<file path="config.mk">
export PLATFORM = sky130hd
export DESIGN_NAME = multiplier_unsigned_seq
export DESIGN_NICKNAME = d
export VERILOG_FILES = /design/src/rtl/multiplier_unsigned_seq.sv
export SDC_FILE = /design/constraint.sdc
export NUM_CORES = 1
export LEC_CHECK = 0
export ABC_AREA = 1
export CAP_MARGIN = 5
export CELL_PAD_IN_SITES_DETAIL_PLACEMENT = 2
export CELL_PAD_IN_SITES_GLOBAL_PLACEMENT = 2
export CORE_MARGIN = 3
export CORE_UTILIZATION = 35
export CTS_CLUSTER_DIAMETER = 50
export DETAILED_ROUTE_END_ITERATION = 10
export PLACE_DENSITY = 0.92
export SYNTH_ARGS = -nofsm -noshare
export SYNTH_HDL_FRONTEND = slang
export SYNTH_SLANG_ARGS = --single-unit
</file>
<file path="constraint.sdc">
create_clock -name iClk -period 25.6 [get_ports iClk]
set_clock_uncertainty 0.2 [all_clocks]
set_input_delay 5.12 -clock iClk [delete_from_list [all_inputs] [get_ports iClk]]
set_output_delay 5.12 -clock iClk [all_outputs]
set_load 0.005 [all_outputs]
</file>
<file path="src/rtl/multiplier_unsigned_seq.sv">
// Sequential unsigned shift-add multiplier: product = multiplicand * multiplier + addend.
// One bit is retired per cycle, so an operation takes exactly WIDTH RUN cycles.
module multiplier_unsigned_seq #(
  parameter int WIDTH = 32
) (
  input  logic                 iClk,
  input  logic                 iRst,
  input  logic                 start,
  input  logic [WIDTH-1:0]     multiplicand,
  input  logic [WIDTH-1:0]     multiplier,
  input  logic [WIDTH-1:0]     addend,
  output logic [2*WIDTH-1:0]   product,
  output logic                 busy,
  output logic                 done,
  output logic                 ovf
);

  localparam int CW = (WIDTH > 1) ? $clog2(WIDTH) : 1;
  localparam logic [CW-1:0] LAST = CW'(WIDTH - 1);

  typedef enum logic [1:0] {IDLE, RUN, DONE} state_t;

  state_t               state, state_nxt;
  logic [2*WIDTH-1:0]   acc, mcand, acc_step;
  logic [WIDTH-1:0]     mplier;
  logic [CW-1:0]        cnt;
  logic                 accept, last;

  always_comb begin
    accept   = start && (state != RUN);
    last     = (state == RUN) && (cnt == LAST);
    // mcand is pre-shifted to the current bit position, mplier[0] is the current bit
    acc_step = mplier[0] ? acc + mcand : acc;
  end

  always_ff @(posedge iClk or posedge iRst) begin
    if (iRst) state <= IDLE;
    else      state <= state_nxt;
  end

  always_comb begin
    state_nxt = state;
    busy      = 1'b0;
    done      = 1'b0;
    case (state)
      IDLE: if (accept) state_nxt = RUN;
      RUN: begin
        busy = 1'b1;
        if (cnt == LAST) state_nxt = DONE;
      end
      DONE: begin
        done      = 1'b1;
        state_nxt = accept ? RUN : IDLE;
      end
      default: state_nxt = IDLE;
    endcase
  end

  always_ff @(posedge iClk or posedge iRst) begin
    if (iRst) begin
      acc     <= '0;
      mcand   <= '0;
      mplier  <= '0;
      cnt     <= '0;
      product <= '0;
      ovf     <= 1'b0;
    end else if (accept) begin
      acc    <= {{WIDTH{1'b0}}, addend};
      mcand  <= {{WIDTH{1'b0}}, multiplicand};
      mplier <= multiplier;
      cnt    <= '0;
    end else if (state == RUN) begin
      acc    <= acc_step;
      mcand  <= mcand << 1;
      mplier <= mplier >> 1;
      cnt    <= cnt + 1'b1;
      // result registers only move on the final step, so they hold through RUN
      if (last) begin
        product <= acc_step;
        ovf     <= |acc_step[2*WIDTH-1:WIDTH];
      end
    end
  end

endmodule
</file>
Word level (Yosys, flattened, before mapping)
Cells that the tools add are included.
W data, S select, Z words.
- add/subtract/negate cells: 2
- equality and inequality tests: 6
- muxes and demuxes: 15
- bitwise logic cells: 1
- reductions and logical operators: 7
- operators by type and width (cell ; count):
    $mux W64 ; 5
    $add A64 B64 Y64 ; 1
    $mux W32 ; 2
    $reduce_or A32 Y1 ; 1
    $mux W5 ; 2
    $pmux W2 S3 ; 1
    $add A5 B1 Y5 const B ; 1
    $eq A5 B5 Y1 const B ; 1
    $mux W2 ; 2
    $ne A2 B2 Y1 const B ; 2
    $mux W1 ; 3
    $reduce_and A3 Y1 ; 1
    $eq A2 B1 Y1 const B ; 1
    $eq A2 B2 Y1 const B ; 1
    $logic_and A1 B1 Y1 ; 2
    $logic_not A2 Y1 ; 1
    $ne A2 B1 Y1 const B ; 1
    $reduce_and A2 Y1 ; 1
    $reduce_bool A2 Y1 ; 1
    $not A1 Y1 ; 1
- bits in registers: 232
- input bits: 99
- output and inout bits: 67
- logic and storage cells: 38

Longest topological paths before layout
Gate-level depths: netlist (run 1).
- word-level depth: 4
- mapped depth: 21

Worst setup path after synthesis (run 1)
No wires, ideal clock.
- path kind: register to output
- start: reg state[1]
- end: out busy
- arrival: 1.140 ns
- setup slack: 19.140 ns
- stages on the path, launching flop included: 6
- buffers on the path: 2
- cells stage by stage: dfrtp_1 inv_1 nand2_1 inv_1 clkbuf_1 clkbuf_1
- longest elaborated chain between the ends: 2
- ends and longest elaborated chain (element ; RTL line ; text):
    start: declaration ; 23 ; state_t state, state_nxt;
    start signal: assignment ; 38 ; else state <= state_nxt;
    $eq A2 B1 Y1 ; 45 ; case (state)
    $mux W1 ; 45 ;
    end: declaration ; 13 ; output logic busy,
Every way passes these cells.

==> results of run 1 <==
-- cell type report --
| cell class | instances | area, sq um | area share [%] |
|---|---|---|---|
| tap | 592 | 740.7 | 3.824 |
| multi-input combinational | 1633 | 8170 | 42.18 |
| inverter | 453 | 1709 | 8.823 |
| clock inverter | 20 | 235.2 | 1.214 |
| timing repair buffer | 176 | 1734 | 8.952 |
| antenna | 4 | 10.01 | 0.05167 |
| sequential | 232 | 5807 | 29.97 |
| clock buffer | 45 | 965.9 | 4.986 |
-- metrics by stage --
step                cells  hold WS, ps  area, sq um
floorplan            2391        265.4        15940
global placement     3086        263.5        18160
detailed placement   3086        282.5        18160
CTS                  3151        299.8        19360
global route         3153        319.0        19370
finish               3155        289.1        19370
-- worst reg2reg max path, stage by stage, from the launching register on --
cell and delay (ps):
dfrtp_2 1040, clkinv_1 1020, buf_4 620, nand2_1 170
o21ai_0 180, o21ai_0 640
-- cells in the mapped netlist, types with 2 or more instances --
| library cell | count |
|---|---|
| nand2_1 | 925 |
| o21ai_1 | 3 |
| nor2_2 | 32 |
| clkbuf_1 | 55 |
| or2_2 | 2 |
| o211ai_1 | 57 |
| inv_2 | 15 |
| nand3_1 | 84 |
| o21ai_0 | 109 |
| xnor2_1 | 17 |
| o21bai_1 | 4 |
| nor3_1 | 7 |
| buf_2 | 9 |
| o22ai_1 | 56 |
| a21oi_1 | 42 |
| clkinv_1 | 3 |
| nand3_2 | 13 |
| and3_1 | 2 |
| dfrtp_1 | 232 |
| nand2_2 | 40 |
| nor2_4 | 6 |
| nor2_1 | 93 |
| nor4_1 | 2 |
| inv_1 | 435 |
| a22o_1 | 3 |
| nand4_1 | 14 |
| o21ai_2 | 2 |
| and2_1 | 4 |
| ha_1 | 65 |
| xor2_1 | 13 |
| buf_1 | 8 |
| o221ai_1 | 28 |
-- per-layer routing --
metal / global-route usage (%) / vias up / wire (um)
met1: 43.92 / 9664 / 36770
met2: 64.25 / 1244 / 47930
met3: 8.543 / 528 / 8441
met4: 20.76 / 6 / 8269
met5: 0 / - / 46
li1: - / 7708 / -
-- report_power, final --
part | switching [mW] | internal (mW) | leakage, nW | total, mW
Sequential | 0.189 | 0.526 | 2.96 | 0.715
Combinational | 1.43 | 0.551 | 6.42 | 1.98
Clock | 0.235 | 0.305 | 0.574 | 0.540
-- state kept, by name (all words and copies together), names as in the netlist --
signal   flops
mcand       64
acc         64
ovf          1
state        2
cnt          5
product     64
mplier      32
-- how the worst max path moves through the flow --
stage               from                   to  slack (ps)  cells after the start
floorplan           iRst   acc[0]$_DFFE_PP0P_       13920                      1
global placement    iRst  acc[13]$_DFFE_PP0P_       17400                      4
detailed placement  iRst  acc[17]$_DFFE_PP0P_       17240                      4
CTS                 iRst  acc[16]$_DFFE_PP0P_       17780                      4
global route        iRst  acc[16]$_DFFE_PP0P_       17510                      4
finish              iRst  acc[13]$_DFFE_PP0P_       17780                      4
-- kinds of logic after synthesis --
| kind of cell | count (synthesis) | share of synthesized area (%) |
|---|---|---|
| adder cells (fa/ha/maj) | 66 | 5.229 |
| AO/OA/AOI/OAI | 307 | 11.88 |
| AND/OR/NAND/NOR | 1230 | 32.33 |
| flip-flops | 232 | 36.43 |
| XOR/XNOR | 30 | 1.649 |
| buffers and inverters | 526 | 12.48 |
-- layout by cell type, fill, tap and decap left out, types with 3 or more instances in the layout --
| cell type | synthesis | layout |
|---|---|---|
| dfrtp_1 | 232 | 231 |
| o22ai_1 | 56 | 56 |
| clkinv_4 | 0 | 5 |
| nand4_1 | 14 | 14 |
| o211ai_1 | 57 | 57 |
| nand2_2 | 40 | 40 |
| and2_1 | 4 | 4 |
| a22o_1 | 3 | 3 |
| a21oi_1 | 42 | 42 |
| o21bai_1 | 4 | 4 |
| clkinv_1 | 3 | 4 |
| bufinv_16 | 0 | 3 |
| inv_6 | 0 | 5 |
| nor3_1 | 7 | 7 |
| inv_1 | 435 | 433 |
| clkinvlp_4 | 0 | 4 |
| inv_8 | 0 | 3 |
| nand3_2 | 13 | 13 |
| clkdlybuf4s50_1 | 0 | 165 |
| buf_4 | 1 | 11 |
| o21ai_1 | 3 | 3 |
| nand2_1 | 925 | 923 |
| nand3_1 | 84 | 84 |
| diode_2 | 0 | 4 |
| xor2_1 | 13 | 13 |
| xnor2_1 | 17 | 17 |
| ha_1 | 65 | 65 |
| o221ai_1 | 28 | 28 |
| o21ai_0 | 109 | 109 |
| nor2_1 | 93 | 91 |
| inv_2 | 15 | 14 |
| nor2_4 | 6 | 8 |
| clkbuf_1 | 55 | 7 |
| clkbuf_16 | 0 | 37 |
| nor2_2 | 32 | 32 |
==> summary.txt, run 1 <==
Status -> finished clean
Initial antenna violation count -> 6
PD cells -> 166.9 mW/mm^2
Layout cells sized above 1 -> 7.464%
Post-CTS sizing -> 0
Critical Path RT -> 25,960 ps
Final Core Density -> 43.43%
RePlAce Congestion -> 0.9248
Crit. End Element -> async pin
Final Setup Violations -> 0
Cell leakage power -> 9.961 nW
Area grow syn2layout -> 21.57%
Largest cells by area after synthesis -> dfrtp_1, nand2_1, inv_1, ha_1, o21ai_0
Maxcap violations -> 0
CP cell instances -> clkdlybuf4s50_1 > inv_8 > buf_4 > buf_4
Num CTS Buffers -> 36
Num Clock Sinks -> 232
Post-CTS setup buffers -> 0
Yosys warnings -> 0
Final hold vios -> 0
Top_reg_cell synth -> dfrtp_1
Rows -> 77
Delay of the slowest critical-path stage -> 940 ps
FFs w/ async S/R, synth -> 100.0%
Mean Syn Cell Area -> 6.665 sq um
Crit-path leading delay family -> buffers and inverters
Worst-Margin Slew -> 1164 ps
Worst Path Buf+Inv -> 4
GRT Total Usage -> 37.73%
DRC viols -> 0
TritonRoute pass-1 iters -> 6
Capturing point of the worst reg2reg path -> product[10]$_DFFE_PP0P_
Share of the synthesized area in the top cell type -> 36.43%
Reg-to-reg slack, setup -> 21,550 ps
Top Ports -> 166
CP max stage cell -> buf_4
Chip width -> 219.4 um
Unrepaired setup endpoints after global routing -> no
Min-delay src -> product[17]$_DFFE_PP0P_
Final nets -> 2,697
R2R depth -> 5
Root buffer cell -> clkbuf_16
Final slew viol count -> 0
Fin Setup TNS -> 0 ps
Syn nets -> 2,556
Total routed wirelength -> 101,500 um
Detailed-route wire length per cell -> 32.16 um
Setup ws final -> 17,780 ps
PortBufs -> 165
Power Total -> 3.233 mW
Fillcell total -> 5,249
Largest net degree at the start of global routing -> 97
Most common cell on crit path -> buf_4
CTS hold repair buffers -> 0
Worst-path clk slew -> 50 ps
Post-layout minimum cycle time -> 7817 ps
Hold path endpoint -> product[17]$_DFFE_PP0P_
Max Clock Freq -> 0.1279 GHz
Post-DRT Antenna Nets -> 0
FF-to-FF Start -> mplier[0]$_DFFE_PP0P_
Core area -> 0.04461 sq mm
Startpoint Class -> primary input
Worst min-delay path category -> reg -> reg
Tcrit/Tclk final -> 30.53%
Peak supply drop -> 85.48 uV
Worst slack, placed -> 17,240 ps
Seq cells post-synth -> 232
Grt ovf -> 0
Vias in the first global route -> 20,960
Clk Latency, worst-skew pair -> 590 ps
CTS max path bufs -> 3
Crit Path Class -> in -> async
Detailed placer's ending HPWL -> 59,380 um
Headroom to the max-slew limit -> 22.39%
DIE AREA -> 0.04813 sq mm
Post-synth top area cell -> dfrtp_1
Seq/Total Area, Yosys -> 36.43%
Synth cell types -> 43
First-pass GRT wire length -> 135,800 um
Post-synth EDFFs -> 0
Mapped Cells -> 2,391
Via count -> 19,150
Chip Height -> 219.4 um
CP Data Arrival Time -> 8170 ps
Cell Area, Synth -> 0.01594 sq mm
CTS tree -> built
Vias per cell -> 6.070
DR iter-0 viols -> 1,857
Starting Density -> 35.72%
Worst hold path depth -> 2
Max FO, Critical Path -> 96
H-Tree Depth -> 2
Power figures use the tool's default switching activity.
==> run 2, diff against run 1 <==
- CORE_UTILIZATION: 35 -> 29
- PLACE_DENSITY: 0.92 -> 0.82
- clock period: 25.6 -> 6.55 ns (I/O delays scaled with it)
==> run 2 against run 1 <==
Compared with the run above: via count shrank 15%; hold slack got worse by 3.5 ps; non-clock buffer count decreased by 1; combinational power rose to 3.3 times the previous value; register-to-register slack lost 19000 ps; final area about the same; clock power grew to 3.4 times the previous value; die area is 20% higher; sequential share of layout area about the same; utilization shrank 7.6 points; sequential power rose to 3.6 times the previous value; critical endpoint is now busy.
==> summary.txt, run 2 (same netlist as run 1, synthesis figures left out) <==
Clk Latency, worst-skew pair -> 610 ps (was 590 ps)
Startpoint Class -> flip-flop (was primary input)
Share of total power in sequential cells -> 23.5% (was 22.1%)
Max Clock Freq -> 0.2057 GHz
Final Setup Violations -> 0 (unchanged)
Max FO, Critical Path -> 70 (was 96)
Num Clock Sinks -> 232 (unchanged)
Vias per cell -> 5.044 (was 6.070)
Worst Path Buf+Inv -> 4 (unchanged)
Cell leakage power -> 9.914 nW (was 9.961 nW)
Cell Area, Placed -> 0.01829 sq mm (was 0.01816 sq mm)
GRT Total Usage -> 23.72% (was 37.73%)
Crit path from -> state[1]$_DFFE_PP0P_ (was iRst)
Unrepaired setup endpoints after global routing -> no (unchanged)
Area grow syn2layout -> 21.62% (was 21.57%)
Headroom to the max-slew limit -> 29.46% (was 22.39%)
Critical Path RT -> 5040 ps (was 25,960 ps)
Starting Density -> 29.44% (was 35.72%)
Hold_ws -> 285.6 ps (was 289.1 ps)
CTS hold repair buffers -> 0 (unchanged)
Worst min-delay path category -> reg -> reg (unchanged)
Top Ports -> 166 (unchanged)
FF-to-FF Start -> state[0]$_DFFE_PP0P_ (was mplier[0]$_DFFE_PP0P_)
Fin Setup TNS -> 0 ps (unchanged)
Num CTS Buffers -> 31 (was 36)
Via count -> 16,370 (was 19,150)
Post-DRT Antenna Nets -> 0 (unchanged)
Part of the power in the clock network -> 16.7% (about the same)
Crit Path Class -> reg -> out (was in -> async)
Rows -> 85 (was 77)
Maxcap violations -> 0 (unchanged)
Chip width -> 240.4 um (was 219.4 um)
Worst-path clk slew -> 60 ps (was 50 ps)
Core area -> 0.05413 sq mm (was 0.04461 sq mm)
Root buffer cell -> clkbuf_16 (unchanged)
Chip Height -> 240.4 um (was 219.4 um)
Vias in the first global route -> 18,160 (was 20,960)
Total routed wirelength -> 68,070 um (was 101,500 um)
CTS tree -> built (unchanged)
CTS max path bufs -> 3 (unchanged)
Most common cell on crit path -> inv_1 (was buf_4)
Status -> finished clean (unchanged)
DR iter-0 viols -> 942 (was 1,857)
Design area -> 0.01938 sq mm (was 0.01937 sq mm)
Delay of the slowest critical-path stage -> 790 ps (was 940 ps)
Post-CTS sizing -> 0 (unchanged)
Switching share of total power -> 51.26% (was 57.24%)
First-pass GRT wire length -> 106,100 um (was 135,800 um)
TritonRoute pass-1 iters -> 5 (was 6)
Initial antenna violation count -> 1 (was 6)
Post-CTS setup buffers -> 0 (unchanged)
CP Data Arrival Time -> 3350 ps (was 8170 ps)
Comb pwr share -> 59.8% (was 61.2%)
DRC viols -> 0 (unchanged)
Final nets -> 2,691 (was 2,697)
CP cell instances -> inv_1 > nand2_4 > inv_1 > buf_4 > clkdlybuf4s50_1 (was clkdlybuf4s50_1 > inv_8 > buf_4 > buf_4)
CP max stage cell -> inv_1 (was buf_4)
Net Switching -> 5.573 mW (was 1.851 mW)
Most common cell after layout, fill and taps aside -> nand2_1 (unchanged)
H-Tree Depth -> 1 (was 2)
Grt ovf -> 0 (unchanged)
Worst setup path end -> busy (was acc[13]$_DFFE_PP0P_)
CP Depth -> 5 (was 4)
Capturing point of the worst reg2reg path -> mcand[19]$_DFFE_PP0P_ (was product[10]$_DFFE_PP0P_)
Largest net degree at the start of global routing -> 169 (was 97)
Detailed-route wire length per cell -> 20.97 um (was 32.16 um)
Most frequent cells in the layout -> nand2_1, inv_1, dfrtp_1 (unchanged)
Reg-to-reg slack, setup -> 2670 ps (was 21,550 ps)
R2R depth -> 6 (was 5)
RePlAce Congestion -> 0.9429 (was 0.9248)
DIE AREA -> 0.05780 sq mm (was 0.04813 sq mm)
Final hold vios -> 0 (unchanged)
Post-layout minimum cycle time -> 4862 ps
Crit. End Element -> output pin (was async pin)
Peak supply drop -> 246.9 uV (was 85.48 uV)
Tcrit/Tclk final -> 74.22%
PortBufs -> 165 (unchanged)
Final slew viol count -> 0 (unchanged)
PD cells -> 561.1 mW/mm^2 (was 166.9 mW/mm^2)
Top flop regs -> acc: 64 flops, mcand: 64 flops, product: 64 flops (unchanged)
Layout cells sized above 1 -> 7.176% (was 7.464%)
Cell internal pwr -> 5.300 mW (was 1.383 mW)
Diodes inserted -> 0 (was 4)
Worst-Margin Slew -> 1058 ps (was 1164 ps)
Detailed placer's ending HPWL -> 52,710 um (was 59,380 um)
Crit-path leading delay family -> buffers and inverters (unchanged)
[run 2: cell types whose count changed in the layout (fill, tap and decap cells not counted), sizes merged]
| cell | delta |
|---|---|
| bufinv | +2 |
| clkinvlp | -2 |
| clkinv | -2 |
| inv | -2 |
| buf | -1 |
| clkbuf | -4 |
| diode | -4 |
[run 2: per-layer routing]
layer / vias to the layer above / GRT usage (%) / routed length (um)
met5: - / 0 / 0
met4: 0 / 8.215 / 2594
met3: 102 / 2.432 / 2240
met2: 293 / 40.91 / 33010
met1: 8284 / 30.98 / 30220
li1: 7694 / - / -
[run 2: worst min path at each step]
stage | to | from | slack [ps] | cells past startpoint
6_report | product[50]$_DFFE_PP0P_ | product[50]$_DFFE_PP0P_ | 290 | 2
3_3_place_gp | product[1]$_DFFE_PP0P_ | product[1]$_DFFE_PP0P_ | 270 | 2
2_1_floorplan | state[0]$_DFFE_PP0P_ | state[0]$_DFFE_PP0P_ | 270 | 1
3_5_place_dp | product[1]$_DFFE_PP0P_ | product[1]$_DFFE_PP0P_ | 280 | 2
5_1_grt | product[2]$_DFFE_PP0P_ | product[2]$_DFFE_PP0P_ | 310 | 2
4_1_cts | product[2]$_DFFE_PP0P_ | product[2]$_DFFE_PP0P_ | 290 | 2
[run 2: worst reg2reg max path: stages, from the launching register on]
cell	delay (ps)
dfrtp_1	430
nand2_4	660
inv_1	630
nor2_4	800
buf_4	710
nand2_1	200
o221ai_1	140
[run 2: layout make-up]
| type | instances | area [sq um] |
|---|---|---|
| Fill cell | 6445 | 34750 |
| Clock buffer | 41 | 843.3 |
| Clock inverter | 16 | 244.0 |
| Tap cell | 696 | 870.8 |
| Inverter | 453 | 1705 |
| Sequential cell | 232 | 5807 |
| Timing Repair Buffer | 175 | 1739 |
| Multi-Input combinational cell | 1633 | 8170 |
[run 2: power by group through the flow]
stage | Sequential, mW | Clock [mW] | Combinational, mW
global route | 2.63 | 1.92 | 7.24
detailed placement | 2.55 | 0 | 6.40
finish | 2.56 | 1.82 | 6.50
global placement | 2.51 | 0 | 6.09
CTS | 2.55 | 1.86 | 6.50
floorplan | 2.37 | 0 | 4.12
[run 2: metrics by stage]
step | util [%] | worst slack [ps] | power, mW | cells
6_report | 35.80 | 1688 | 10.87 | 3246
5_1_grt | 35.80 | 1508 | 11.79 | 3246
4_1_cts | 35.80 | 1640 | 10.91 | 3246
3_5_place_dp | 33.79 | 2331 | 8.958 | 3189
3_3_place_gp | 33.79 | 2438 | 8.607 | 3189
2_1_floorplan | - | 2004 | 6.494 | 2391
==> run 3, diff against run 2 <==
- CORE_UTILIZATION: 29 -> 32
- PLACE_DENSITY: 0.82 -> 0.86
- clock period: 6.55 -> 4.9 ns (I/O delays scaled with it)
==> run 3 against run 2 <==
Compared with the run above: first-iteration DRC count up 10%; hold slack improved by 7.8 ps; sequential power rose by 34%; utilization grew 4.0 points; die area down 9.1%; count of clock-buffer cells in the layout unchanged; power is 41% higher; combinational power is 42% higher; critical endpoint is now ovf$_DFFE_PP0P_.
==> summary.txt, run 3 (same netlist as run 1, synthesis figures left out) <==
Delay of the slowest critical-path stage -> 480 ps (was 790 ps)
Vias per cell -> 5.217 (was 5.044)
Top flop regs -> acc: 64 flops, mcand: 64 flops, product: 64 flops (unchanged)
Detailed-route wire length per cell -> 23.25 um (was 20.97 um)
Detailed placer's ending HPWL -> 56,730 um (was 52,710 um)
Layout Cells excl Fill -> 3,222 (was 3,246)
First-pass GRT wire length -> 114,700 um (was 106,100 um)
CTS hold repair buffers -> 0 (unchanged)
Power Total -> 15.33 mW (was 10.87 mW)
Worst min-delay path category -> reg -> reg (unchanged)
Core area -> 0.04905 sq mm (was 0.05413 sq mm)
Most common cell after layout, fill and taps aside -> nand2_1 (unchanged)
Final nets -> 2,698 (was 2,691)
Crit Path Class -> reg -> reg (was reg -> out)
Most frequent cells in the layout -> nand2_1, inv_1, dfrtp_1 (unchanged)
Grt ovf -> 0 (unchanged)
DIE AREA -> 0.05251 sq mm (was 0.05780 sq mm)
Worst Path Buf+Inv -> 0 (was 4)
Worst-path clk slew -> 50 ps (was 60 ps)
Final Core Density -> 39.82% (was 35.80%)
Post-CTS setup buffers -> 0 (unchanged)
Chip width -> 229.2 um (was 240.4 um)
Post-DRT Antenna Nets -> 0 (unchanged)
Final Setup Violations -> 0 (unchanged)
Startpoint Class -> flip-flop (unchanged)
Worst slack, placed -> 1430 ps (was 2331 ps)
Setup ws final -> 1311 ps (was 1688 ps)
CP Data Arrival Time -> 3830 ps (was 3350 ps)
Status -> finished clean (unchanged)
Most common cell on crit path -> nand2_1 (was inv_1)
Root buffer cell -> clkbuf_16 (unchanged)
PD cells -> 785.0 mW/mm^2 (was 561.1 mW/mm^2)
Peak supply drop -> 324.6 uV (was 246.9 uV)
Via count -> 16,810 (was 16,370)
Initial antenna violation count -> 3 (was 1)
Diodes inserted -> 0 (unchanged)
PortBufs -> 165 (unchanged)
GRT Total Usage -> 28.26% (was 23.72%)
Crit-path leading delay family -> simple AND/OR/NAND/NOR gates (was buffers and inverters)
Maxcap violations -> 0 (unchanged)
Num Clock Sinks -> 232 (unchanged)
Critical Path RT -> 5140 ps (was 5040 ps)
RePlAce Congestion -> 0.9040 (was 0.9429)
Fin Setup TNS -> 0 ps (unchanged)
Worst-Margin Slew -> 903.1 ps (was 1058 ps)
Layout cells sized above 1 -> 7.623% (was 7.176%)
Num CTS Buffers -> 35 (was 31)
CP cell instances -> ha_1 > nand2_1 > nor2_1 > nand2_1 > nor2_1 > nand2_1 > nand3_1 > nand3_1 > nand2_1 > nand3_1 > nor2_1 > nand2_1 > nor2_1 > a21oi_1 (was inv_1 > nand2_4 > inv_1 > buf_4 > clkdlybuf4s50_1)
CTS tree -> built (unchanged)
Tcrit/Tclk final -> 73.25%
Chip Height -> 229.2 um (was 240.4 um)
CP max stage cell -> ha_1 (was inv_1)
DRC viols -> 0 (unchanged)
Hold_ws -> 293.4 ps (was 285.6 ps)
Final hold vios -> 0 (unchanged)
Post-layout minimum cycle time -> 3589 ps
CTS max path bufs -> 3 (unchanged)
Max FO, Critical Path -> 4 (was 70)
Rows -> 81 (was 85)
Largest net degree at the start of global routing -> 89 (was 169)
Cell leakage power -> 10.00 nW (was 9.914 nW)
Total routed wirelength -> 74,920 um (was 68,070 um)
Clk Latency, worst-skew pair -> 570 ps (was 610 ps)
Area grow syn2layout -> 22.57% (was 21.62%)
Placed insts -> 3,160 (was 3,189)
Unrepaired setup endpoints after global routing -> no (unchanged)
H-Tree Depth -> 2 (was 1)
DR iter-0 viols -> 1,038 (was 942)
Design area -> 0.01953 sq mm (was 0.01938 sq mm)
Crit. End Element -> flip-flop (was output pin)
Vias in the first global route -> 19,110 (was 18,160)
Final slew viol count -> 0 (unchanged)
Post-CTS sizing -> 0 (unchanged)
Starting Density -> 32.49% (was 29.44%)
Max Clock Freq -> 0.2786 GHz
Top Ports -> 166 (unchanged)
Headroom to the max-slew limit -> 39.79% (was 29.46%)
Cell Area, Placed -> 0.01831 sq mm (was 0.01829 sq mm)
TritonRoute pass-1 iters -> 5 (unchanged)
[run 3: power breakdown]
group          total [mW]  switching (mW)  internal, mW
Sequential           3.42           0.666          2.75
Clock                2.69            1.04          1.65
Combinational        9.23            6.35          2.87
Total                15.3            8.06          7.27
[run 3: final timing paths]
check,startpoint,to,slack [ps],cells after the start
worst min register to register,product[9]$_DFFE_PP0P_,product[9]$_DFFE_PP0P_,290,2
worst max register to register,acc[25]$_DFFE_PP0P_,ovf$_DFFE_PP0P_,1310,14
min in group asynchronous,iRst,mplier[11]$_DFFE_PP0P_,710,2
worst max-delay path,acc[25]$_DFFE_PP0P_,ovf$_DFFE_PP0P_,1310,14
max in group asynchronous,iRst,product[13]$_DFFE_PP0P_,2820,3
worst min-delay path,product[9]$_DFFE_PP0P_,product[9]$_DFFE_PP0P_,290,2
[run 3: per-layer routing]
layer	global-route usage [%]	wire [um]	vias up	share of wire (%)
li1	-	-	7711	-
met4	11.00	3029	4	4.0
met5	0	21	-	0.028
met3	4.590	3514	160	4.7
met2	47.77	35410	396	47
met1	36.20	32950	8538	44
[run 3: worst register-to-register path, delay by kind of cell (launching register included)]
| kind | cells | cell delay [ps] |
|---|---|---|
| AO/OA/AOI/OAI | 1 | 70 |
| flip-flops | 1 | 430 |
| AND/OR/NAND/NOR | 12 | 2290 |
| adder cells (fa/ha/maj) | 1 | 480 |
[run 3: area by class of cell]
type                    count  area, sq um
fillers                  5886        29520
multi-input cells        1633         8170
flip-flops and latches    232         5807
repair buffers            178         1799
inverters                 453         1705
clock buffers              41        928.4
well taps                 664        830.8
clock inverters            21        291.5
